### config.mk
export PLATFORM = sky130hd
export DESIGN_NAME = adc_capture_sequencer
export DESIGN_NICKNAME = d
export VERILOG_FILES = /design/src/rtl/adc_capture_sequencer.sv
export SDC_FILE = /design/constraint.sdc
export NUM_CORES = 1
export LEC_CHECK = 0
export CAP_MARGIN = 25
export CORE_ASPECT_RATIO = 1.75
export CORE_MARGIN = 3
export CORE_UTILIZATION = 55
export DETAILED_ROUTE_END_ITERATION = 10
export HOLD_SLACK_MARGIN = 0.06
export PLACE_DENSITY = 0.9
export SLEW_MARGIN = 20
export SYNTH_ARGS = -nofsm -noshare
export SYNTH_HDL_FRONTEND = slang
export SYNTH_SLANG_ARGS = --single-unit
### constraint.sdc
create_clock -name clk_in -period 19.6 [get_ports clk_in]
set_clock_uncertainty 0.05 [all_clocks]
set_input_delay 5.88 -clock clk_in [delete_from_list [all_inputs] [get_ports clk_in]]
set_output_delay 5.88 -clock clk_in [all_outputs]
set_load 0.05 [all_outputs]
### src/rtl/adc_capture_sequencer.sv
// adc_capture_sequencer: drives an ADC convert strobe (cnv) at a programmable
// period, latches the parallel result a programmable delay after cnv falls and
// presents each sample on a valid/ready source toward a capture FIFO.
// Optional build macro ADC_CAPTURE_AVG4_EN: every output sample is the
// truncated mean of 4 consecutive captures.
module adc_capture_sequencer #(
  parameter int DATA_W = 16,
  parameter int CNT_W  = 16
) (
  input  logic              clk_in,
  input  logic              reset,
  input  logic              enable,
  input  logic              start,
  input  logic [CNT_W-1:0]  period,
  input  logic [7:0]        cnv_high,
  input  logic [7:0]        capture_delay,
  input  logic [CNT_W-1:0]  num_samples,
  input  logic [DATA_W-1:0] data,
  output logic              cnv,
  output logic              sample_valid,
  output logic [DATA_W-1:0] sample_data,
  input  logic              sample_ready,
  output logic              busy,
  output logic              done,
  output logic              overrun,
  output logic [CNT_W-1:0]  sample_count
);

  localparam int PW = CNT_W + 1;

  localparam logic [2:0] S_IDLE     = 3'd0;
  localparam logic [2:0] S_CNV_HI   = 3'd1;
  localparam logic [2:0] S_CAP_WAIT = 3'd2;
  localparam logic [2:0] S_PER_WAIT = 3'd3;
  localparam logic [2:0] S_DONE     = 3'd4;

  logic [2:0]        state_q, state_d;
  logic [CNT_W-1:0]  per_q, per_d;
  logic [7:0]        hi_q, hi_d;
  logic [7:0]        dly_q, dly_d;
  logic [CNT_W-1:0]  ns_q, ns_d;
  logic [PW-1:0]     per_cnt_q, per_cnt_d;
  logic [CNT_W-1:0]  prod_q, prod_d;
  logic              cap_vld_q, cap_vld_d;
  logic [DATA_W-1:0] cap_data_q, cap_data_d;
  logic              cnv_q, cnv_d;
  logic              busy_q, busy_d;
  logic              done_q, done_d;
  logic              sv_q, sv_d;
  logic [DATA_W-1:0] sd_q, sd_d;
  logic              ovr_q, ovr_d;
  logic [CNT_W-1:0]  scnt_q, scnt_d;
  logic              start_run;

  logic [PW-1:0] hi_eff, dly_ext, per_ext, min_per, per_eff;
  logic [PW-1:0] hi_end, cap_end, per_end;

`ifdef ADC_CAPTURE_AVG4_EN
  logic [DATA_W+1:0] acc_q, acc_d;
  logic [1:0]        grp_q, grp_d;
  logic [DATA_W+1:0] acc_sum;

  function automatic logic [DATA_W-1:0] avg4_trunc(input logic [DATA_W+1:0] sum);
    return sum[DATA_W+1:2];
  endfunction
`endif

  // Effective timing: cnv high at least one cycle, period never shorter than
  // the high time plus capture delay plus latch and output cycles.
  always_comb begin
    hi_eff  = (hi_q == 8'd0) ? PW'(1) : PW'(hi_q);
    dly_ext = PW'(dly_q);
    per_ext = PW'(per_q);
    min_per = hi_eff + dly_ext + PW'(2);
    per_eff = (per_ext > min_per) ? per_ext : min_per;
    hi_end  = hi_eff - PW'(1);
    cap_end = hi_eff + dly_ext;
    per_end = per_eff - PW'(1);
  end

  // Sequencer FSM; per_cnt is zero in the first cnv-high cycle of each period.
  always_comb begin
    state_d    = state_q;
    per_d      = per_q;
    hi_d       = hi_q;
    dly_d      = dly_q;
    ns_d       = ns_q;
    per_cnt_d  = per_cnt_q + PW'(1);
    prod_d     = prod_q;
    cap_vld_d  = 1'b0;
    cap_data_d = cap_data_q;
    start_run  = 1'b0;
`ifdef ADC_CAPTURE_AVG4_EN
    acc_d   = acc_q;
    grp_d   = grp_q;
    acc_sum = acc_q + (DATA_W+2)'(data);
`endif
    case (state_q)
      S_IDLE: begin
        per_cnt_d = '0;
        if (start && enable) begin
          start_run = 1'b1;
          per_d     = period;
          hi_d      = cnv_high;
          dly_d     = capture_delay;
          ns_d      = num_samples;
          prod_d    = '0;
          state_d   = S_CNV_HI;
`ifdef ADC_CAPTURE_AVG4_EN
          acc_d = '0;
          grp_d = 2'd0;
`endif
        end
      end
      S_CNV_HI: begin
        if (per_cnt_q == hi_end) state_d = S_CAP_WAIT;
      end
      S_CAP_WAIT: begin
        if (per_cnt_q == cap_end) begin
          state_d = S_PER_WAIT;
`ifdef ADC_CAPTURE_AVG4_EN
          if (grp_q == 2'd3) begin
            cap_vld_d  = 1'b1;
            cap_data_d = avg4_trunc(acc_sum);
            prod_d     = prod_q + CNT_W'(1);
            acc_d      = '0;
            grp_d      = 2'd0;
          end else begin
            acc_d = acc_sum;
            grp_d = grp_q + 2'd1;
          end
`else
          cap_vld_d  = 1'b1;
          cap_data_d = data;
          prod_d     = prod_q + CNT_W'(1);
`endif
        end
      end
      S_PER_WAIT: begin
        if (per_cnt_q == per_end) begin
          per_cnt_d = '0;
          if (!enable || ((ns_q != '0) && (prod_q == ns_q))) state_d = S_DONE;
          else                                               state_d = S_CNV_HI;
        end
      end
      S_DONE:  state_d = S_IDLE;
      default: state_d = S_IDLE;
    endcase
    cnv_d  = (state_d == S_CNV_HI);
    busy_d = (state_d != S_IDLE);
    done_d = (state_d == S_DONE);
  end

  // Output register: hold while stalled, drop new samples that arrive while
  // one is still pending and flag the overrun.
  always_comb begin
    sv_d   = sv_q & ~sample_ready;
    sd_d   = sd_q;
    ovr_d  = ovr_q;
    scnt_d = scnt_q + CNT_W'(sv_q & sample_ready);
    if (cap_vld_q) begin
      if (sv_q && !sample_ready) begin
        ovr_d = 1'b1;
      end else begin
        sv_d = 1'b1;
        sd_d = cap_data_q;
      end
    end
    if (start_run) begin
      scnt_d = '0;
      ovr_d  = 1'b0;
    end
  end

  // Control and status state, cleared by reset.
  always_ff @(posedge clk_in) begin
    if (reset) begin
      state_q   <= S_IDLE;
      cap_vld_q <= 1'b0;
      cnv_q     <= 1'b0;
      busy_q    <= 1'b0;
      done_q    <= 1'b0;
      sv_q      <= 1'b0;
      sd_q      <= '0;
      ovr_q     <= 1'b0;
      scnt_q    <= '0;
    end else begin
      state_q   <= state_d;
      cap_vld_q <= cap_vld_d;
      cnv_q     <= cnv_d;
      busy_q    <= busy_d;
      done_q    <= done_d;
      sv_q      <= sv_d;
      sd_q      <= sd_d;
      ovr_q     <= ovr_d;
      scnt_q    <= scnt_d;
    end
  end

  // Run configuration, counters and capture data; all initialised on start.
  always_ff @(posedge clk_in) begin
    per_q      <= per_d;
    hi_q       <= hi_d;
    dly_q      <= dly_d;
    ns_q       <= ns_d;
    per_cnt_q  <= per_cnt_d;
    prod_q     <= prod_d;
    cap_data_q <= cap_data_d;
`ifdef ADC_CAPTURE_AVG4_EN
    acc_q <= acc_d;
    grp_q <= grp_d;
`endif
  end

  assign cnv          = cnv_q;
  assign busy         = busy_q;
  assign done         = done_q;
  assign sample_valid = sv_q;
  assign sample_data  = sd_q;
  assign overrun      = ovr_q;
  assign sample_count = scnt_q;

endmodule
==> results.sh <==
export IMPL_outcome="complete, no violations"
export IMPL_async_reset_ff_share_pct=0
export IMPL_hold_violations=0
export IMPL_grt_total_usage_pct=26.6
export IMPL_clkSinkCount=138
export IMPL_hp_class="flop to flop"
export IMPL_placed_cell_area_um2=8740
export IMPL_critPathMaxFanout=20
export IMPL_netlist_area_leader_share_pct=31.6
export IMPL_cts_hold_buf=0
export IMPL_synthCells=766
export IMPL_synth_ff_type="edfxtp_1"
export IMPL_core_um2=13500
export IMPL_setup_violations=0
export IMPL_crit_family="simple AND/OR/NAND/NOR gates"
export IMPL_critPathCaptureType="flop"
export IMPL_io_buffer_count=105
export IMPL_period_share_pct=41.4
export IMPL_fin_ws_ns=11.48
export IMPL_crit_slowest_cell="o2111a_1"
export IMPL_chipWidth_um=94.8
export IMPL_relSlewSlack_pct=39.2
export IMPL_cts_resized=0
export IMPL_worst_ep_required_time_ns=19.81
export IMPL_cap_violations=0
export IMPL_rows=56
export IMPL_die_area_um2=15300
export IMPL_period_needed_ns=8.12
export IMPL_cpMostUsedCell="ha_1"
export IMPL_leakagePower_uw=0.00329
export IMPL_criticalPathCategory="flop to flop"
export IMPL_rsz0062_at_grt="no"
export IMPL_cp_arrival_ns=8.33
export IMPL_grt_max_degree=51
export IMPL_clkTransAtPathRegs_ns=0.06
export IMPL_firstDrtPassIters=6
export IMPL_worst_pin_slew_ns=0.909
export IMPL_start_kind="flop"
export IMPL_nets=953
export IMPL_dr_first_iter_drc_count=389
export IMPL_first_global_vias=6603
export IMPL_netlist_top_cells_area="edfxtp_1 32%, dfxtp_1 15%, xnor2_1 6.0%"
export IMPL_final_cell_area_um2=9320
export IMPL_maxSlewViolCount=0
export IMPL_wl_mm=19.5
export IMPL_max_freq_mhz=123
export IMPL_synth_top_area_cell="edfxtp_1"
export IMPL_ys_warnings_count=0
export IMPL_finalSetupTns_ns=0
export IMPL_dieHeight_um=161
export IMPL_synth_seq_cells=138
export IMPL_htreeDepth=4
export IMPL_avgSynthCellArea_um2=9.91
export IMPL_ant_nets=0
export IMPL_p_per_area_nw_per_um2=77.0
export IMPL_antenna_found_initial=0
export IMPL_max_clock_path_buffers=2
export IMPL_cts_root_buf="clkbuf_16"
export IMPL_num_vias=6291
export IMPL_cts_tree="built"
export IMPL_synth_edf_count=80
export IMPL_ir_drop_mv=0.0642
export IMPL_place_hpwl_mm=14.3
export IMPL_num_io_pins=106
export IMPL_clk_latency_ns=0.42
export IMPL_initial_core_util_pct=56.4
export IMPL_routed_via_density=6.02
export IMPL_area_growth_pct=22.8
export IMPL_reg2reg_slack_ns=11.48
export IMPL_grt_pass1_wl_mm=31.6
export IMPL_final_layout_size_suffix_gt1_share_pct=7.46
export IMPL_ys_seq_area_share_pct=46.9
export IMPL_overflow=0
export IMPL_gp_congestion=1.03
export IMPL_syn_num_nets=861
export IMPL_post_cts_buffers=0
export IMPL_cts_buffers=17
export IMPL_path_buf_inv=2
export IMPL_ys_types=74
export IMPL_max_stage_delay_ns=0.76
export IMPL_wl_per_cell_um=18.7
export IMPL_drc=0
export IMPL_post_place_ws_ns=11.36
export IMPL_synth_area_um2=7590
export IMPL_n_antenna_cell=0
-- synth_stat cells (all sizes together), types with 3 or more instances --
cell and number:
nand2 82, edfxtp 80, nor2 69, dfxtp 58, xnor2 54, a21oi 52, xor2 51, nand3 35
clkbuf 32, ha 25, nor4 21, and3 19, o21ai 19, inv 17, nor3 17, nand4 15
nor2b 10, or3 8, a2111oi 7, and2 7, nand2b 7, or2 6, a211oi 5, a21boi 5
a31oi 5, a21o 4, and4 4, mux2i 4, a211o 3, nor4b 3, o2111ai 3, o211ai 3
o31ai 3
-- sequential cells by signal (all words and copies together), names as in the netlist, 8 cells and up --
name and flops:
dly_q 8, hi_q 8, sample_count 16, ns_q 16, per_q 16, cap_data_q 16, prod_q 16, sample_data 16
per_cnt_q 17
-- cells in the final DEF, fill, tap and decap left out, types with 3 or more instances in the layout --
cell type,synthesis,final
xnor2_1,52,52
clkbuf_16,0,17
o2111ai_1,3,3
a211o_1,3,3
nor2b_1,10,10
xor2_1,51,51
a21boi_0,3,3
a31oi_1,4,4
o31ai_1,3,3
and2_1,7,7
nand4_1,15,15
ha_1,25,25
or2_2,6,6
and3_1,19,18
or3_1,8,8
and4_1,4,4
nor3_1,16,16
nor4_1,19,19
a21o_1,4,4
nand2b_1,7,7
o21ai_0,17,17
inv_1,17,17
edfxtp_1,80,80
nand2_1,81,81
dfxtp_1,58,58
nor2_1,68,67
nand3_1,34,34
clkinv_8,0,3
a211oi_1,4,4
o211ai_1,3,3
a2111oi_2,3,3
a21oi_1,52,52
clkdlybuf4s50_1,0,105
inv_6,0,6
mux2i_1,4,4
-- kinds of logic after synthesis --
kind of cell	after synthesis	share of synthesized area (%)
xor gates and xnor gates	105	12.3
and+or+nand+nor	311	20.9
buffers and inverters	51	2.62
adders and majority gates	26	4.38
muxes	5	0.676
DFF	138	46.9
AOI/OAI and AO/OA	130	12.2
-- layout make-up --
type | instances | area (um2)
inverter | 17 | 63.8
clock inverter | 15 | 153
multi-input combinational | 577 | 3830
clock buffer | 17 | 425
fill | 972 | 4130
sequential | 138 | 3560
timing repair buffer | 107 | 1070
tap | 174 | 218
-- per-stage QoR --
step	total power (uW)	hold WS, ns	cells	util, %
after floorplan	379	0.421	766	-
after global placement	409	0.391	1012	64.9
after detailed placement	411	0.399	1012	64.9
after CTS	722	0.411	1044	69.2
after global routing	746	0.432	1045	69.3
final	718	0.408	1045	69.3
-- path summary, 6_finish.rpt --
check	to	from	cells after the start
worst min register to register	sample_data[0]$_SDFFE_PP0P_	sample_data[0]$_SDFFE_PP0P_	2
worst min-delay path	sample_data[0]$_SDFFE_PP0P_	sample_data[0]$_SDFFE_PP0P_	2
worst max register to register	state_q[0]$_SDFF_PP0_	hi_q[4]$_DFFE_PP_	28
worst max-delay path	state_q[0]$_SDFF_PP0_	hi_q[4]$_DFFE_PP_	28
-- worst register-to-register path, delay by kind of cell, from the launching register on --
| family | cells | cell delay [ns] |
|---|---|---|
| and+or+nand+nor | 10 | 2.75 |
| xor gates and xnor gates | 2 | 0.42 |
| buffers and inverters | 2 | 0.18 |
| adders and majority gates | 5 | 1.26 |
| DFF | 1 | 0.49 |
| AOI/OAI and AO/OA | 8 | 2.66 |
| muxes | 1 | 0.16 |
-- layer usage --
layer,vias up,GRT usage (%),share of wire [%]
li1,2954,-,-
met1,2987,25.3,34
met2,254,49.6,55
met3,96,5.55,4.7
met4,0,17.0,5.7
met5,-,0,0
-- report_power, final --
part           leakage, uW  total [uW]  internal [uW]  switching, uW
clock             0.000286         312            169            143
sequential         0.00121         321            314           7.39
combinational      0.00179        84.9           38.0           46.8
total              0.00329         718            521            197
(Power assumes the default switching activity.)
